==> src/rtl/piso_bit_serializer.sv <==
// piso_bit_serializer
//
// Parallel-in / serial-out bit serializer with a ready/valid load port and a
// per-bit consume strobe. A word accepted on the load handshake is shifted
// out one bit per cycle in which bit_en is high. On the last-bit cycle a new
// word may be accepted so that consecutive words stream with no gap.
//
// Parameters:
//   WIDTH      bits per loaded word (2..32)
//   MSB_FIRST  1: MSB shifted out first, 0: LSB shifted out first
//
// Ports:
//   clk         single clock, rising-edge
//   reset       synchronous active-high reset
//   load_valid  load_data is offered this cycle
//   load_ready  the block accepts load_data this cycle
//   load_data   parallel word to serialize
//   bit_en      downstream consumer takes one bit this cycle
//   ser_out     current serial bit (0 when idle)
//   ser_valid   ser_out carries a payload bit consumed this cycle
//   frame_done  one-cycle pulse when the last bit of a word is consumed
//   busy        a word is held and not fully shifted
module piso_bit_serializer #(
  parameter int WIDTH     = 8,
  parameter bit MSB_FIRST = 1'b1
) (
  input  logic             clk,
  input  logic             reset,
  input  logic             load_valid,
  output logic             load_ready,
  input  logic [WIDTH-1:0] load_data,
  input  logic             bit_en,
  output logic             ser_out,
  output logic             ser_valid,
  output logic             frame_done,
  output logic             busy
);

  localparam int            CW      = $clog2(WIDTH);
  localparam logic [CW-1:0] LAST    = CW'(WIDTH - 1);
  localparam int            OUT_IDX = MSB_FIRST ? WIDTH - 1 : 0;

  typedef enum logic {
    IDLE  = 1'b0,
    SHIFT = 1'b1
  } state_t;

  state_t           state, state_n;
  logic [WIDTH-1:0] sreg, sreg_n;
  logic [CW-1:0]    cnt, cnt_n;
  logic             last_bit;
  logic             accept;

  // The last-bit cycle is the only point inside a word where a new load may
  // be taken; this is what allows zero-gap back-to-back words.
  assign last_bit   = (state == SHIFT) && bit_en && (cnt == LAST);
  assign load_ready = !reset && ((state == IDLE) || last_bit);
  assign accept     = load_valid && load_ready;

  // A reset landing on the last-bit cycle discards the word, so no
  // completion pulse is reported for it.
  assign frame_done = last_bit && !reset;
  assign ser_valid  = (state == SHIFT) && bit_en;
  assign busy       = (state == SHIFT);
  assign ser_out    = (state == SHIFT) ? sreg[OUT_IDX] : 1'b0;

  // Next-state logic: load, shift or hold. The shift direction moves bits
  // toward the output end and fills with zeros behind them.
  always_comb begin
    state_n = state;
    sreg_n  = sreg;
    cnt_n   = cnt;
    case (state)
      IDLE: begin
        if (accept) begin
          state_n = SHIFT;
          sreg_n  = load_data;
          cnt_n   = '0;
        end
      end
      SHIFT: begin
        if (bit_en) begin
          if (cnt == LAST) begin
            if (accept) begin
              state_n = SHIFT;
              sreg_n  = load_data;
              cnt_n   = '0;
            end else begin
              state_n = IDLE;
              sreg_n  = '0;
              cnt_n   = '0;
            end
          end else begin
            sreg_n = MSB_FIRST ? {sreg[WIDTH-2:0], 1'b0}
                               : {1'b0, sreg[WIDTH-1:1]};
            cnt_n  = cnt + CW'(1);
          end
        end
      end
      default: begin
        state_n = IDLE;
        sreg_n  = '0;
        cnt_n   = '0;
      end
    endcase
  end

  // State register; reset overrides any handshake or shift in that cycle.
  always_ff @(posedge clk) begin
    if (reset) begin
      state <= IDLE;
      sreg  <= '0;
      cnt   <= '0;
    end else begin
      state <= state_n;
      sreg  <= sreg_n;
      cnt   <= cnt_n;
    end
  end

endmodule

==> config.mk <==
export PLATFORM = sky130hd
export DESIGN_NAME = piso_bit_serializer
export DESIGN_NICKNAME = d
export VERILOG_FILES = /design/src/rtl/piso_bit_serializer.sv
export SDC_FILE = /design/constraint.sdc
export NUM_CORES = 1
export LEC_CHECK = 0
export ABC_AREA = 1
export CAP_MARGIN = 25
export CORE_AREA = 2 2 39 41
export CTS_CLUSTER_SIZE = 12
export DETAILED_ROUTE_END_ITERATION = 6
export DIE_AREA = 0 0 41 43
export PLACE_DENSITY = 0.75
export SLEW_MARGIN = 20
export SYNTH_ARGS = -nofsm -noshare
export SYNTH_HDL_FRONTEND = slang
export SYNTH_SLANG_ARGS = --single-unit
==> constraint.sdc <==
create_clock -name clk -period 3.9 [get_ports clk]
set_clock_uncertainty 0.1 [all_clocks]
set_input_delay 0.78 -clock clk [delete_from_list [all_inputs] [get_ports clk]]
set_output_delay 0.78 -clock clk [all_outputs]
set_load 0.02 [all_outputs]
==> impl_metrics.env, run 1 <==
export IMPL_worstReg2RegStart="cnt[0]"
export IMPL_ys_types=20
export IMPL_cp_end_kind="primary output"
export IMPL_p_per_area_nw_per_um2=342
export IMPL_syn_inst=73
export IMPL_ys_top_cells_by_area="dfxtp_1, a21oi_1, a22oi_1, nand2_1, o21ai_0"
export IMPL_insertedDiodeCount=0
export IMPL_period_needed_ps=3160
export IMPL_rsz0062_at_grt="false"
export IMPL_start_kind="input port"
export IMPL_cts_root_buf="clkbuf_4"
export IMPL_initial_core_util=0.422
export IMPL_cts_sinks=12
export IMPL_synthesis_area_um2=584
export IMPL_overflow=0
export IMPL_status="finished clean"
export IMPL_stdcell_count=106
export IMPL_relSlewSlack=0.676
export IMPL_synth_warnings=0
export IMPL_critPathKind="input port to primary output"
export IMPL_post_dp_hpwl_um=867
export IMPL_cp_max_fo=11
export IMPL_hold_start="cnt[1]"
export IMPL_drtPass1Iterations=4
export IMPL_clock_latency_ps=260
export IMPL_tns_ps=0
export IMPL_sw_frac_of_total=0.269
export IMPL_clk_pin_slew_ps=70
export IMPL_cts_inserted_buffers=3
export IMPL_clk_path_buf_depth=2
export IMPL_seq_area_um2=240
export IMPL_post_cts_resize_count=0
export IMPL_portBuffers=16
export IMPL_drt_total_wl_mm=1.21
export IMPL_synth_avg_cell_area_um2=8.00
export IMPL_post_cts_setup_buffer_count=0
export IMPL_rows=14
export IMPL_clkPwrFrac=0.282
export IMPL_fin_crit_sh=0.811
export IMPL_rrSetupSlack_ps=2380
export IMPL_syn2layout_area_growth_pct=31.5
export IMPL_p_sw_mw=0.0706
export IMPL_seqPwrFrac=0.523
export IMPL_wl_per_cell_um=11.4
export IMPL_die_h_um=43
export IMPL_cts_max_level=1
export IMPL_final_cell_mix="clkdlybuf4s50_1, nand2_1, a21oi_1"
export IMPL_cp_required_ps=3020
export IMPL_ir_worst_vdd_uv=175
export IMPL_via_count=558
export IMPL_drv_cap=0
export IMPL_drive_above_1_share=0.122
export IMPL_grt_usage=0.169
export IMPL_fin_nets=106
export IMPL_worst_slew_pin_slew_ps=485
export IMPL_die_area_um2=1760
export IMPL_crit_start="bit_en"
export IMPL_via_per_inst=5.26
export IMPL_layout_commonest_cell="clkdlybuf4s50_1"
export IMPL_ctsHoldBuffers=0
export IMPL_p_leak_nw=0.343
export IMPL_fmax_ghz=0.316
export IMPL_slew_violations=0
export IMPL_grt_pass1_vias=467
export IMPL_cts_tree="yes"
export IMPL_gp_congestion=0.763
export IMPL_ys_seq_area_frac=0.411
export IMPL_hold_viol=0
export IMPL_grt_max_degree=12
export IMPL_ant_nets=0
export IMPL_drc_errors=0
export IMPL_power_internal_mw=0.192
export IMPL_synth_top_area_share=0.411
export IMPL_setup_viol=0
export IMPL_core_um2=1380
export IMPL_cp_data_arrival_time_ps=2280
export IMPL_grt_pass1_wl_mm=2.04
export IMPL_fp_dieW_um=41
export IMPL_io_pins=17
export IMPL_synth_nets=87
export IMPL_fillers=146
export IMPL_antenna_found_initial=0
export IMPL_comb_power_share=0.195
export IMPL_dr_first_iter_drc_count=22
export IMPL_ys_ff_latch=12
export IMPL_synth_area_leader_cell="dfxtp_1"
export IMPL_multiInputGateArea_um2=302
export IMPL_pre_cts_ws_ps=729
export IMPL_place_inst=103
export IMPL_min_path_type="flip-flop to flip-flop"
export IMPL_worst_slack_ps=738
==> cells by family (layout without fill, tap and decap cells) <==
| family | Yosys count | in the layout | synth area share |
|---|---|---|---|
| buf+inv | 7 | 24 | 0.0728 |
| compound gates | 29 | 29 | 0.278 |
| flops | 12 | 12 | 0.411 |
| simple gates | 23 | 23 | 0.195 |
| fa+ha+maj | 2 | 2 | 0.0428 |
==> final timing paths <==
| path | end | cells past startpoint |
|---|---|---|
| worst min-delay path | cnt[1] | 2 |
| worst min register to register | cnt[1] | 2 |
| worst max-delay path | ser_valid | 4 |
| worst max register to register | sreg[6] | 8 |
==> synthesized netlist by cell type <==
master / n
a21oi_1: 13
a22oi_1: 7
buf_4: 1
buf_6: 1
clkinv_4: 1
dfxtp_1: 12
ha_1: 2
inv_1: 2
inv_2: 2
nand2_1: 14
nand2_2: 1
nand2_4: 1
nand3_1: 2
nand3_2: 1
nand4_1: 1
nor2_2: 1
nor3_1: 1
o21ai_0: 7
o21ai_1: 2
or2_2: 1
==> worst max-delay path: stages <==
cell	delay [ps]
clkdlybuf4s50_1	470
nand2_1	290
clkinv_4	130
clkdlybuf4s50_1	600
==> state kept, by name (all words and copies together) (netlist names) <==
register / cells
cnt: 3
busy: 1
sreg: 8
==> power by group through the flow <==
stage,registers (mW),clock network (mW),logic [mW]
2_1_floorplan,0.140,0,0.0303
3_3_place_gp,0.140,0,0.0507
3_5_place_dp,0.140,0,0.0515
4_1_cts,0.137,0.0769,0.0517
5_1_grt,0.139,0.0832,0.0567
6_report,0.137,0.0741,0.0513
==> layer usage <==
| layer | global-route usage | part of all wire | vias up |
|---|---|---|---|
| li1 | - | - | 296 |
| met1 | 0.250 | 0.50 | 249 |
| met2 | 0.219 | 0.44 | 11 |
| met3 | 0.0471 | 0.039 | 2 |
| met4 | 0.0800 | 0.012 | 0 |
| met5 | 0 | 0 | - |
==> area by class of cell <==
type / count / area share
Timing Repair Buffer: 16 / 0.208
Multi-Input combinational cell: 54 / 0.393
Tap cell: 16 / 0.0261
Inverter: 5 / 0.0309
Clock buffer: 3 / 0.0293
Sequential cell: 12 / 0.313
==> through the flow <==
stage	hold WS, ps	total power, mW	util	area (µm²)
floorplan	357	0.170	-	584
global placement	378	0.191	0.539	746
detailed placement	382	0.192	0.539	746
CTS	391	0.266	0.555	768
global route	414	0.278	0.555	768
finish	389	0.263	0.555	768
No activity file was read; power rests on OpenSTA's default activity.
==> inputs of run 2 (changes only) <==
CORE_AREA = not set   (was 2 2 39 41)
CORE_UTILIZATION = 40   (was not set)
DIE_AREA = not set   (was 0 0 41 43)
PLACE_DENSITY = 0.72   (was 0.75)
clock period = 2.9 ns   (was 3.9 ns; I/O delays follow)
==> run 2 against run 1 <==
Effect of this change:
- register-to-register slack lost 1100 ps
- via count increased by 6.8%
- critical path type unchanged
- worst setup slack worse by 520 ps
- final cell count up 0.94%
- sequential share of layout area shrank 0.79 points
- flip-flop and latch count did not move
- critical endpoint is now frame_done
- critical path depth decreased by 1
- routed wire length rose by 12%
- non-clock buffer count rose by 1
- utilization up 3.6 points
- first-iteration DRC count down 9.1%
==> impl_metrics.env, run 2 (synthesis results as in run 1) <==
export IMPL_worst_r2r_endpoint="sreg[7]"
export IMPL_relSlewSlack=0.813
export IMPL_drtPass1Iterations=4
export IMPL_clock_latency_ps=270
export IMPL_worst_slew_pin_slew_ps=281
export IMPL_rows=13
export IMPL_die_area_um2=1620
export IMPL_die_h_um=40.2
export IMPL_clk_pin_slew_ps=80
export IMPL_ant_nets=0
export IMPL_overflow=0
export IMPL_tns_ps=0
export IMPL_post_cts_setup_buffer_count=0
export IMPL_layout_commonest_cell="clkdlybuf4s50_1"
export IMPL_cts_tree="yes"
export IMPL_io_pins=17
export IMPL_syn2layout_area_growth_pct=34.9
export IMPL_p_per_area_nw_per_um2=497
export IMPL_fp_dieW_um=40.2
export IMPL_crit_start="reset"
export IMPL_post_dp_hpwl_um=934
export IMPL_crit_top_cell="clkdlybuf4s50_1"
export IMPL_cts_max_level=1
export IMPL_rrSetupSlack_ps=1280
export IMPL_cp_data_arrival_time_ps=2000
export IMPL_slew_violations=0
export IMPL_wl_per_cell_um=12.7
export IMPL_initial_core_util=0.438
export IMPL_fin_crit_sh=0.923
export IMPL_post_cts_resize_count=0
export IMPL_utilization=0.591
export IMPL_drive_above_1_share=0.141
export IMPL_ff2ff_path_depth=8
export IMPL_cp_required_ps=2220
export IMPL_critical_path_max_stage_delay_ps=650
export IMPL_grt_pass1_vias=510
export IMPL_drt_total_wl_mm=1.35
export IMPL_insertedDiodeCount=0
export IMPL_ir_worst_vdd_uv=341
export IMPL_worst_slack_ps=223
export IMPL_largest_reg_flops=8
export IMPL_rsz0062_at_grt="false"
export IMPL_critPathKind="input port to primary output"
export IMPL_cts_inserted_buffers=3
export IMPL_cts_sinks=12
export IMPL_min_path_type="flip-flop to flip-flop"
export IMPL_via_count=596
export IMPL_status="finished clean"
export IMPL_drv_cap=0
export IMPL_power_mw=0.392
export IMPL_grt_usage=0.216
export IMPL_pre_cts_ws_ps=235
export IMPL_period_needed_ps=2680
export IMPL_setup_viol=0
export IMPL_p_leak_nw=0.355
export IMPL_cts_root_buf="clkbuf_4"
export IMPL_dr_first_iter_drc_count=20
export IMPL_cp_end_kind="primary output"
export IMPL_antenna_found_initial=0
export IMPL_path_cells="clkdlybuf4s50_1 -> nor3_1 -> clkdlybuf4s50_1"
export IMPL_top_register="sreg"
export IMPL_via_per_inst=5.57
export IMPL_worstReg2RegStart="cnt[0]"
export IMPL_setup_worst_path_end="frame_done"
export IMPL_grt_pass1_wl_mm=2.20
export IMPL_ctsHoldBuffers=0
export IMPL_place_inst=103
export IMPL_clk_path_buf_depth=2
export IMPL_stdcell_count=107
export IMPL_fin_nets=107
export IMPL_grt_max_degree=12
export IMPL_worst_path_max_delay_cell="clkdlybuf4s50_1"
export IMPL_hold_viol=0
export IMPL_start_kind="input port"
export IMPL_cp_max_fo=6
export IMPL_core_um2=1330
export IMPL_drc_errors=0
export IMPL_final_cell_mix="clkdlybuf4s50_1, nand2_1, a21oi_1"
export IMPL_fmax_ghz=0.374
export IMPL_gp_congestion=0.735
export IMPL_portBuffers=16
[run 2: stage by stage]
step | hold slack, ps | instance area, µm²
floorplan | 357 | 584
global placement | 392 | 752
detailed placement | 385 | 752
CTS | 395 | 788
global route | 415 | 788
finish | 395 | 788
[run 2: per-layer routing]
layer	part of all wire	wire (µm)	GRT usage
met2	0.48	655	0.355
met5	0	0	0
met4	0.018	25	0.100
met1	0.44	593	0.255
met3	0.058	79	0.0667
[run 2: worst min path at each step]
stage / startpoint / slack (ps) / end / depth (start not counted)
after floorplan: cnt[1] / 360 / cnt[1] / 2
after global placement: cnt[2] / 390 / cnt[2] / 2
after detailed placement: cnt[1] / 380 / cnt[1] / 2
after CTS: cnt[1] / 400 / cnt[1] / 2
after global routing: cnt[1] / 420 / cnt[1] / 2
final: cnt[1] / 390 / cnt[1] / 2
[run 2: where the power goes]
part / switching (mW) / internal, mW / leakage (nW)
Combinational: 0.0365 / 0.0344 / 0.235
Clock: 0.0597 / 0.0763 / 0.0210
Sequential: 0.00772 / 0.177 / 0.0989
[run 2: cell type report]
type	instances	area [µm²]
fill	132	546
multi-input combinational	54	302
sequential	12	240
timing repair buffer	17	168
clock buffer	4	36.3
inverter	5	23.8
tap	15	18.8
[run 2: worst max-delay path, delay by kind of cell]
kind                   cells  cell delay, ps
buffers and inverters      2            1160
and+or+nand+nor            1             250
